$ cat src/rtl/cnn_pkg.sv
// cnn_pkg: shared CNN pixel width, map sizes and pixel helpers
package cnn_pkg;
  localparam int DATA_W = 9;
  localparam int IN_W = 28;
  localparam int KERNEL = 5;
  localparam int IMG_W = IN_W - KERNEL + 1;
  localparam int IMG_H = IMG_W;
  typedef logic signed [DATA_W-1:0] pix_t;
  function automatic pix_t signed_max(input pix_t a, input pix_t b);
    return (a > b) ? a : b;
  endfunction
  function automatic pix_t relu(input pix_t a);
    return a[DATA_W-1] ? '0 : a;
  endfunction
endpackage

$ cat src/rtl/maxpool_2x2_if.sv
// maxpool_2x2_if: conv-to-pool raster stream bundle
interface maxpool_2x2_if #(parameter int DATA_W = cnn_pkg::DATA_W);
  logic conv_valid;
  logic signed [DATA_W-1:0] conv_data;
  logic pool_valid;
  logic signed [DATA_W-1:0] pool_data;
  logic frame_done;
  modport master (output conv_valid, conv_data, input pool_valid, pool_data, frame_done);
  modport slave (input conv_valid, conv_data, output pool_valid, pool_data, frame_done);
endinterface

$ cat src/rtl/pool_line_buf.sv
// pool_line_buf: one row of horizontal maxima, sync write / async read
module pool_line_buf #(
  parameter int DATA_W = cnn_pkg::DATA_W,
  parameter int DEPTH = cnn_pkg::IMG_W / 2,
  parameter int AW = DEPTH > 1 ? $clog2(DEPTH) : 1
) (
  input  logic                     clk,
  input  logic                     we,
  input  logic [AW-1:0]            waddr,
  input  logic signed [DATA_W-1:0] wdata,
  input  logic [AW-1:0]            raddr,
  output logic signed [DATA_W-1:0] rdata
);
  logic signed [DATA_W-1:0] mem [DEPTH];
  always_ff @(posedge clk) if (we) mem[waddr] <= wdata;
  assign rdata = mem[raddr];
endmodule

$ cat src/rtl/maxpool_2x2.sv
// maxpool_2x2: 2x2 stride-2 max pooling over a raster stream, optional ReLU
module maxpool_2x2 import cnn_pkg::*; #(
  parameter int DATA_W = cnn_pkg::DATA_W,
  parameter int IMG_W = cnn_pkg::IMG_W,
  parameter int IMG_H = cnn_pkg::IMG_H,
  parameter int RELU = 1
) (
  input logic clk,
  input logic rstn,
  maxpool_2x2_if.slave s
);
  localparam int CW = IMG_W > 1 ? $clog2(IMG_W) : 1;
  localparam int RW = IMG_H > 1 ? $clog2(IMG_H) : 1;
  localparam int AW = CW > 1 ? CW - 1 : 1;
  localparam logic [CW-1:0] COL_LAST = CW'(IMG_W - 1);
  localparam logic [CW-1:0] COL_PEN = CW'(IMG_W - 2);
  localparam logic [RW-1:0] ROW_LAST = RW'(IMG_H - 1);
  localparam logic [RW-1:0] ROW_PEN = RW'(IMG_H - 2);
  logic [CW-1:0] col_q, col_d;
  logic [RW-1:0] row_q, row_d;
  logic signed [DATA_W-1:0] h_q, h_d, pool_data_q, pool_data_d, hmax, win_max, lb_rd;
  logic pool_valid_q, pool_valid_d, frame_done_q, frame_done_d, lb_we, fire;
  logic [AW-1:0] lb_addr;
  // even rows park their horizontal max; odd rows fold it into the window
  always_comb begin
    lb_addr = AW'(col_q >> 1);
    hmax = signed_max(h_q, s.conv_data);
    win_max = signed_max(lb_rd, hmax);
    fire = s.conv_valid && col_q[0] && row_q[0];
    lb_we = s.conv_valid && col_q[0] && !row_q[0];
    pool_valid_d = fire;
    pool_data_d = fire ? (RELU != 0 ? relu(win_max) : win_max) : pool_data_q;
    frame_done_d = fire && col_q >= COL_PEN && row_q >= ROW_PEN;
    h_d = (s.conv_valid && !col_q[0]) ? s.conv_data : h_q;
    col_d = !s.conv_valid ? col_q : (col_q == COL_LAST) ? '0 : col_q + 1'b1;
    row_d = !(s.conv_valid && col_q == COL_LAST) ? row_q : (row_q == ROW_LAST) ? '0 : row_q + 1'b1;
  end
  always_ff @(posedge clk or negedge rstn) begin
    if (!rstn) begin
      col_q <= '0;
      row_q <= '0;
      h_q <= '0;
      pool_valid_q <= 1'b0;
      pool_data_q <= '0;
      frame_done_q <= 1'b0;
    end else begin
      col_q <= col_d;
      row_q <= row_d;
      h_q <= h_d;
      pool_valid_q <= pool_valid_d;
      pool_data_q <= pool_data_d;
      frame_done_q <= frame_done_d;
    end
  end
  pool_line_buf #(.DATA_W(DATA_W), .DEPTH(IMG_W / 2), .AW(AW)) u_lb (
    .clk(clk),
    .we(lb_we),
    .waddr(lb_addr),
    .wdata(hmax),
    .raddr(lb_addr),
    .rdata(lb_rd)
  );
  assign s.pool_valid = pool_valid_q;
  assign s.pool_data = pool_data_q;
  assign s.frame_done = frame_done_q;
endmodule

$ cat src/flat_wrapper.sv
// flat-port wrapper written by rule: the top's interface ports become plain ports
module maxpool_2x2_flat import cnn_pkg::*;
#(
  parameter int DATA_W = cnn_pkg::DATA_W,
  parameter int IMG_W = cnn_pkg::IMG_W,
  parameter int IMG_H = cnn_pkg::IMG_H,
  parameter int RELU = 1
)
  (clk, rstn, s_conv_valid, s_conv_data, s_pool_valid, s_pool_data, s_frame_done);
  maxpool_2x2_if #(.DATA_W(DATA_W)) s_i ();
  input logic clk;
  input logic rstn;
  input wire logic [$bits(s_i.conv_valid)-1:0] s_conv_valid;
  input wire logic [$bits(s_i.conv_data)-1:0] s_conv_data;
  output wire logic [$bits(s_i.pool_valid)-1:0] s_pool_valid;
  output wire logic [$bits(s_i.pool_data)-1:0] s_pool_data;
  output wire logic [$bits(s_i.frame_done)-1:0] s_frame_done;
  assign s_i.conv_valid = s_conv_valid;
  assign s_i.conv_data = s_conv_data;
  assign s_pool_valid = s_i.pool_valid;
  assign s_pool_data = s_i.pool_data;
  assign s_frame_done = s_i.frame_done;
  maxpool_2x2 #(.DATA_W(DATA_W), .IMG_W(IMG_W), .IMG_H(IMG_H), .RELU(RELU)) u_core (.clk(clk), .rstn(rstn), .s(s_i));
endmodule
$ cat config.mk
export PLATFORM = sky130hd
export DESIGN_NAME = maxpool_2x2_flat
export DESIGN_NICKNAME = d
export VERILOG_FILES = /design/src/rtl/cnn_pkg.sv /design/src/rtl/maxpool_2x2_if.sv /design/src/rtl/pool_line_buf.sv /design/src/rtl/maxpool_2x2.sv /design/src/flat_wrapper.sv
export SDC_FILE = /design/constraint.sdc
export NUM_CORES = 1
export LEC_CHECK = 0
export CELL_PAD_IN_SITES_DETAIL_PLACEMENT = 0
export CELL_PAD_IN_SITES_GLOBAL_PLACEMENT = 2
export CORE_MARGIN = 2
export CORE_UTILIZATION = 35
export CTS_CLUSTER_DIAMETER = 100
export DETAILED_ROUTE_END_ITERATION = 6
export PLACE_DENSITY = 0.73
export SETUP_SLACK_MARGIN = 0.05
export SKIP_LAST_GASP = 1
export SLEW_MARGIN = 20
export SYNTH_ARGS = -nofsm -noshare
export SYNTH_HDL_FRONTEND = slang
export SYNTH_SLANG_ARGS = --single-unit
$ cat constraint.sdc
create_clock -name clk -period 6.8 [get_ports clk]
set_input_delay 1.36 -clock clk [delete_from_list [all_inputs] [get_ports clk]]
set_output_delay 1.36 -clock clk [all_outputs]
set_load 0.05 [all_outputs]
### Word-level counts from Yosys, hierarchy flattened

Memories as Yosys holds them, arrays and structs flattened.
Cells that the tools add are included.

* $add $sub $neg: 2
* $lt $le $gt $ge: 4
* equal/unequal tests: 2
* multiplexer cells: 7
* reduce and logical (&&, ||, !) cells: 9

Operators by type and width (count)
* $gt 9x9->1: 2
* $mux 9: 2
* $add 5x1->5 const B: 2
* $eq 5x5->1 const B: 2
* $ge 5x5->1 const B: 2
* $mux 5: 2
* $mux 8: 1
* $logic_and 1x1->1: 7
* $logic_not 1->1: 2
* $mux 1: 2

* flip-flop bits (word level): 30
* RAM bits: 108
* output and inout port bits: 11
* memories: 1

Memory list
* u_core.u_lb.mem: words 12, bits a word 9, read ports 1, clocked after Yosys merged registers in 0, write ports 1, RTL line pool_line_buf.sv:14 `logic signed [DATA_W-1:0] mem [DEPTH];`

### Longest topological paths before layout

* word-level depth: 5
* mapped depth: 18
* depth with buffers taken out: 16

### By module

A second synthesis with hierarchy kept.

* cell total of the unflattened synthesis: 417
* area total of the unflattened synthesis: 6323.6 µm²

By module, submodules not included
* pool_line_buf: instances 1, cells each 192, area each 4182.8 µm², seq. area each 3243.1 µm²
* maxpool_2x2: instances 1, cells each 225, area each 2140.8 µm², seq. area each 725.7 µm²

### Least setup slack after synthesis

OpenSTA, ideal clock, no wires.

* kind: input to register
* start: input s_conv_data[4]
* end: register u_core.pool_data_q[0] (netlist: u_core.s.pool_data[0])
* library setup time: 0.074 ns
* arrival time: 4.690 ns
* setup slack: 2.037 ns
* cell stages on the path: 16
* path through: inv_1 -> ha_1 -> and3_1 -> o21ai_0 -> a31oi_1 -> o31ai_1 -> inv_1 -> ha_1 -> nand2b_1 -> or3_1 -> nor3_1 -> a211o_1 -> buf_2 -> nand2_1 -> o221a_2 -> o21ai_2

* cells in the longest elaborated chain, start to end: 5

RTL lines
* start, declared: RTL line flat_wrapper.sv:14 `input wire logic [$bits(s_i.conv_data)-1:0] s_conv_data;`
* $gt 9x9->1 (*): RTL line cnn_pkg.sv:10 `return (a > b) ? a : b;`
* $mux 9 (*): RTL line cnn_pkg.sv:10
* named net u_core.hmax[8]: RTL line maxpool_2x2.sv:21 `logic signed [DATA_W-1:0] h_q, h_d, pool_data_q, pool_data_d, hmax, win_max, lb_rd;`
* $gt 9x9->1: RTL line cnn_pkg.sv:10
* $mux 9 (*): RTL line cnn_pkg.sv:10
* $mux 8 (*): RTL line cnn_pkg.sv:13 `return a[DATA_W-1] ? '0 : a;`
* end signal, assigned: RTL line maxpool_2x2.sv:51 `pool_data_q <= pool_data_d;`
* end, declared: RTL line maxpool_2x2.sv:21

Mark *: on every way through the listed nets, which the timed path passes. The rest lies on a longest branch.
A chain may end at the register's enable or synchronous reset.

### Worst setup path in the final report

* start: input s_conv_data[4]
* end: register u_core.pool_data_q[0] (netlist: u_core.s.pool_data[0])

* cells in the longest elaborated chain, start to end: 5

RTL lines (RTL line)
* $gt 9x9->1: cnn_pkg.sv:10
* $mux 9 (*): cnn_pkg.sv:10
* named net u_core.hmax[4]: maxpool_2x2.sv:21
* $gt 9x9->1 (*): cnn_pkg.sv:10
* $mux 9 (*): cnn_pkg.sv:10
* $mux 8 (*): cnn_pkg.sv:13

Marks and branches as above.

==> impl_metrics.yaml <==
timing:
  fmax_ghz: 0.1899
  skew_ns: 0.007532
  max_slew_margin: 0.2489
  tns_ns: 0
  fin_crit_sh: 0.7744
  worst_pin_slew_ns: 1.121
  slew_violations: 0
  finalHoldViolCount: 0
  setup_violations: 0
  rsz0062_at_grt: "no"
  hold-worst-slack_ns: 0.4978
  min_period_ns: 5.266
cells_and_area:
  diodes: 0
  final_cell_mix: "108 x edfxtp_1, 36 x nand2_1, 29 x o21ai_0"
  layout-drive-gt1-share: 0.1933
  fillCellCount: 1545
  nNetsFinal: 466
  area_delta_synth_final_pct: 18.54
  finalInstanceArea_um2: 7169
  layout_commonest_cell: "edfxtp_1"
worst_hold_path:
  worstHoldStart: "u_core.s.pool_data[6]"
  min_to: "u_core.s.pool_data[6]"
  hold_class: "reg -> reg"
  hold_depth: 2
synthesis:
  synth.area.mux_share: 0.1448
  synth_edf_count: 108
  async_flop_share: 0.2117
  synth_top_family_by_area: "multiplexers"
  ys.flop_type: "edfxtp_1"
  synth_compound_area_frac: 0.05441
  syn_area_per_cell_um2: 15.20
  synth_area_um2: 6048
  synth_fa_ha_area_frac: 0.04551
  synth_xor_area_frac: 0.002896
  synth_cells: 398
  ys_seq_area_frac: 0.6562
  synth_fp_nets: 432
  ys_seq_elements: 137
  yosysWarnings: 0
  synth_cell_types: 42
  synth-simple-area-share: 0.06558
worst_setup_path:
  path_cells: "clkdlybuf4s50_1 > inv_1 > ha_1 > and3_1 > o21ai_0 > a31oi_1 > o21bai_1 > buf_4 > mux2_2 > inv_1 > ha_1 > a211oi_1 > nor2_1 > nor3_1 > a211o_1 > nand2_1 > o221a_2 > o21ai_2"
  r2r_end: "u_core.s.pool_data[0]"
  path_buf_inv: 4
  cp_slowest_cell: "clkdlybuf4s50_1"
  critical_path_class: "in -> reg"
  rr_worst_depth: 16
  r2r_start: "u_core.h_q[4]"
  required_ns: 7.15
  end_kind: "flip-flop"
  path_delay_family: "compound AO/OA/AOI/OAI gates"
  reg2reg_setup_slack_ns: 2.62
  slowest_delay_ns: 0.47
  crit_arrival_ns: 5.62
  crit_fanout: 14
  start_kind: "primary input"
power_and_ir_drop:
  vdd_ir_drop_max_uv: 152.5
  intPower_mw: 2.020
  p_comb_frac: 0.332
  seq_power_share: 0.361
  p_switching_mw: 1.017
  p_leak_nw: 2.618
  power_density_nw_per_um2: 423.6
  clockPowerShare: 0.308
  switching_share: 0.3348
drt:
  viasPerCell: 5.058
  drt-pass1-iter-count: 4
  wl_per_cell_um: 19.94
  drtIter0Drc: 272
  vias: 3389
  drc_errors: 0
  finalWirelength_mm: 13.36
  ant_nets: 0
global_routing:
  grt_max_degree: 36
  grtUsageTotal: 0.1573
  grt_pass1_wl_mm: 20.56
  grt_pass1_vias: 3516
  overflow: 0
  antenna_found_initial: 0
placement:
  gp_congestion: 0.7702
  detailedPlacementHpwl_mm: 8.600
  place_area_um2: 6555
  io_buffers: 21
clock_tree:
  cts-buffers-inserted: 17
  post_cts.repair.setup_buffers: 0
  clk_pin_slew_ns: 0.06
  cts_sinks: 137
  htreeDepth: 4
  cts_resized: 0
  postCtsHoldBufs: 0
  cts_tree: "yes"
  clk_path_buf_depth: 2
  clk_latency_ns: 0.42
  root_buffer: "clkbuf_16"
floorplan:
  core_region_area_um2: 17120
  die_w_um: 135.5
  start_util: 0.3534
  die_h_um: 135.5
  rows: 48
  die-area_um2: 18350
  num_io_pins: 23
job:
  drv_cap: 0
run_status:
  status: "finished, final reports clean"
power by group through the flow:
stage          sequential [mW]  combinational, mW  clock (mW)
6_report                  1.10               1.01       0.934
5_1_grt                   1.11               1.11       0.987
4_1_cts                   1.10               1.02       0.951
3_5_place_dp              1.11               1.01           0
3_3_place_gp              1.11              0.994           0
2_1_floorplan             1.11              0.733           0
worst max-delay path by stage:
| stage | start | end | slack [ns] | depth (start not counted) |
|---|---|---|---|---|
| final | s_conv_data[4] | u_core.s.pool_data[0] | 1.53 | 18 |
| after global routing | s_conv_data[1] | u_core.s.pool_data[0] | 1.18 | 18 |
| after CTS | s_conv_data[4] | u_core.s.pool_data[0] | 1.50 | 16 |
| after detailed placement | s_conv_data[4] | u_core.s.pool_data[0] | 1.08 | 16 |
| after global placement | s_conv_data[4] | u_core.s.pool_data[0] | 1.20 | 18 |
| after floorplan | s_conv_data[4] | u_core.s.pool_data[0] | 2.04 | 16 |
registers in the layout, summed over array words and instances (netlist names):
signal / cells
u_core.col_q: 5
u_core.h_q: 9
u_core.row_q: 5
u_core.s.frame_done: 1
u_core.s.pool_data: 8
u_core.s.pool_valid: 1
u_core.u_lb.mem: 108
logic make-up after synthesis:
| kind of cell | count (synthesis) |
|---|---|
| other cells | 1 |
| simple gates | 86 |
| fa+ha+maj | 22 |
| buf+inv | 42 |
| xor+xnor | 2 |
| flops | 137 |
| compound gates | 56 |
| mux | 52 |
worst reg2reg max path, cell delays in order, from the launching register on:
cell,delay [ns]
dfrtp_1,0.39
ha_1,0.31
and3_1,0.20
o21ai_0,0.07
a31oi_1,0.18
o21bai_1,0.39
buf_4,0.25
mux2_2,0.47
inv_1,0.10
ha_1,0.24
a211oi_1,0.22
nor2_1,0.09
nor3_1,0.26
a211o_1,0.46
nand2_1,0.10
o221a_2,0.26
o21ai_2,0.10
cell usage after synthesis, drive strengths merged (3+ instances only):
cell / instances / area (um2)
o31ai: 3 / 22.52
ha: 22 / 275.3
edfxtp: 108 / 3243
mux2: 8 / 90.09
buf: 9 / 57.55
nand2b: 4 / 25.02
o21ai: 38 / 193.9
a21oi: 4 / 20.02
nand3: 11 / 55.05
mux2i: 17 / 170.2
inv: 24 / 90.09
nand4: 6 / 37.54
mux4: 27 / 615.6
nor2: 15 / 56.30
dfrtp: 29 / 725.7
clkbuf: 9 / 33.78
nor3: 6 / 30.03
nand2: 36 / 135.1
final cells by class:
type | count | area (um2) | area share
clock buffer | 18 | 429.2 | 0.05986
clock inverter | 14 | 171.4 | 0.02391
inverter | 24 | 90.09 | 0.01257
multi-input combinational | 219 | 1927 | 0.2688
sequential | 137 | 3970 | 0.5538
tap | 225 | 281.5 | 0.03927
timing repair buffer | 33 | 300.3 | 0.04188
per-stage QoR:
stage / instances / util / power, mW / worst slack, ns
after floorplan: 398 / - / 1.841 / 2.037
after global placement: 638 / 0.3830 / 2.105 / 1.201
after detailed placement: 638 / 0.3830 / 2.126 / 1.082
after CTS: 670 / 0.4181 / 3.066 / 1.497
after global routing: 670 / 0.4189 / 3.205 / 1.185
final: 670 / 0.4189 / 3.037 / 1.534
metal layers:
layer / up-vias / part of all wire / global-route usage
met4: 0 / 0.020 / 0.06250
met2: 59 / 0.49 / 0.2527
met3: 19 / 0.031 / 0.03704
li1: 1585 / - / -
met5: - / 0 / 0
met1: 1726 / 0.46 / 0.2077
Note: power is estimated with default switching activity, not from simulation.
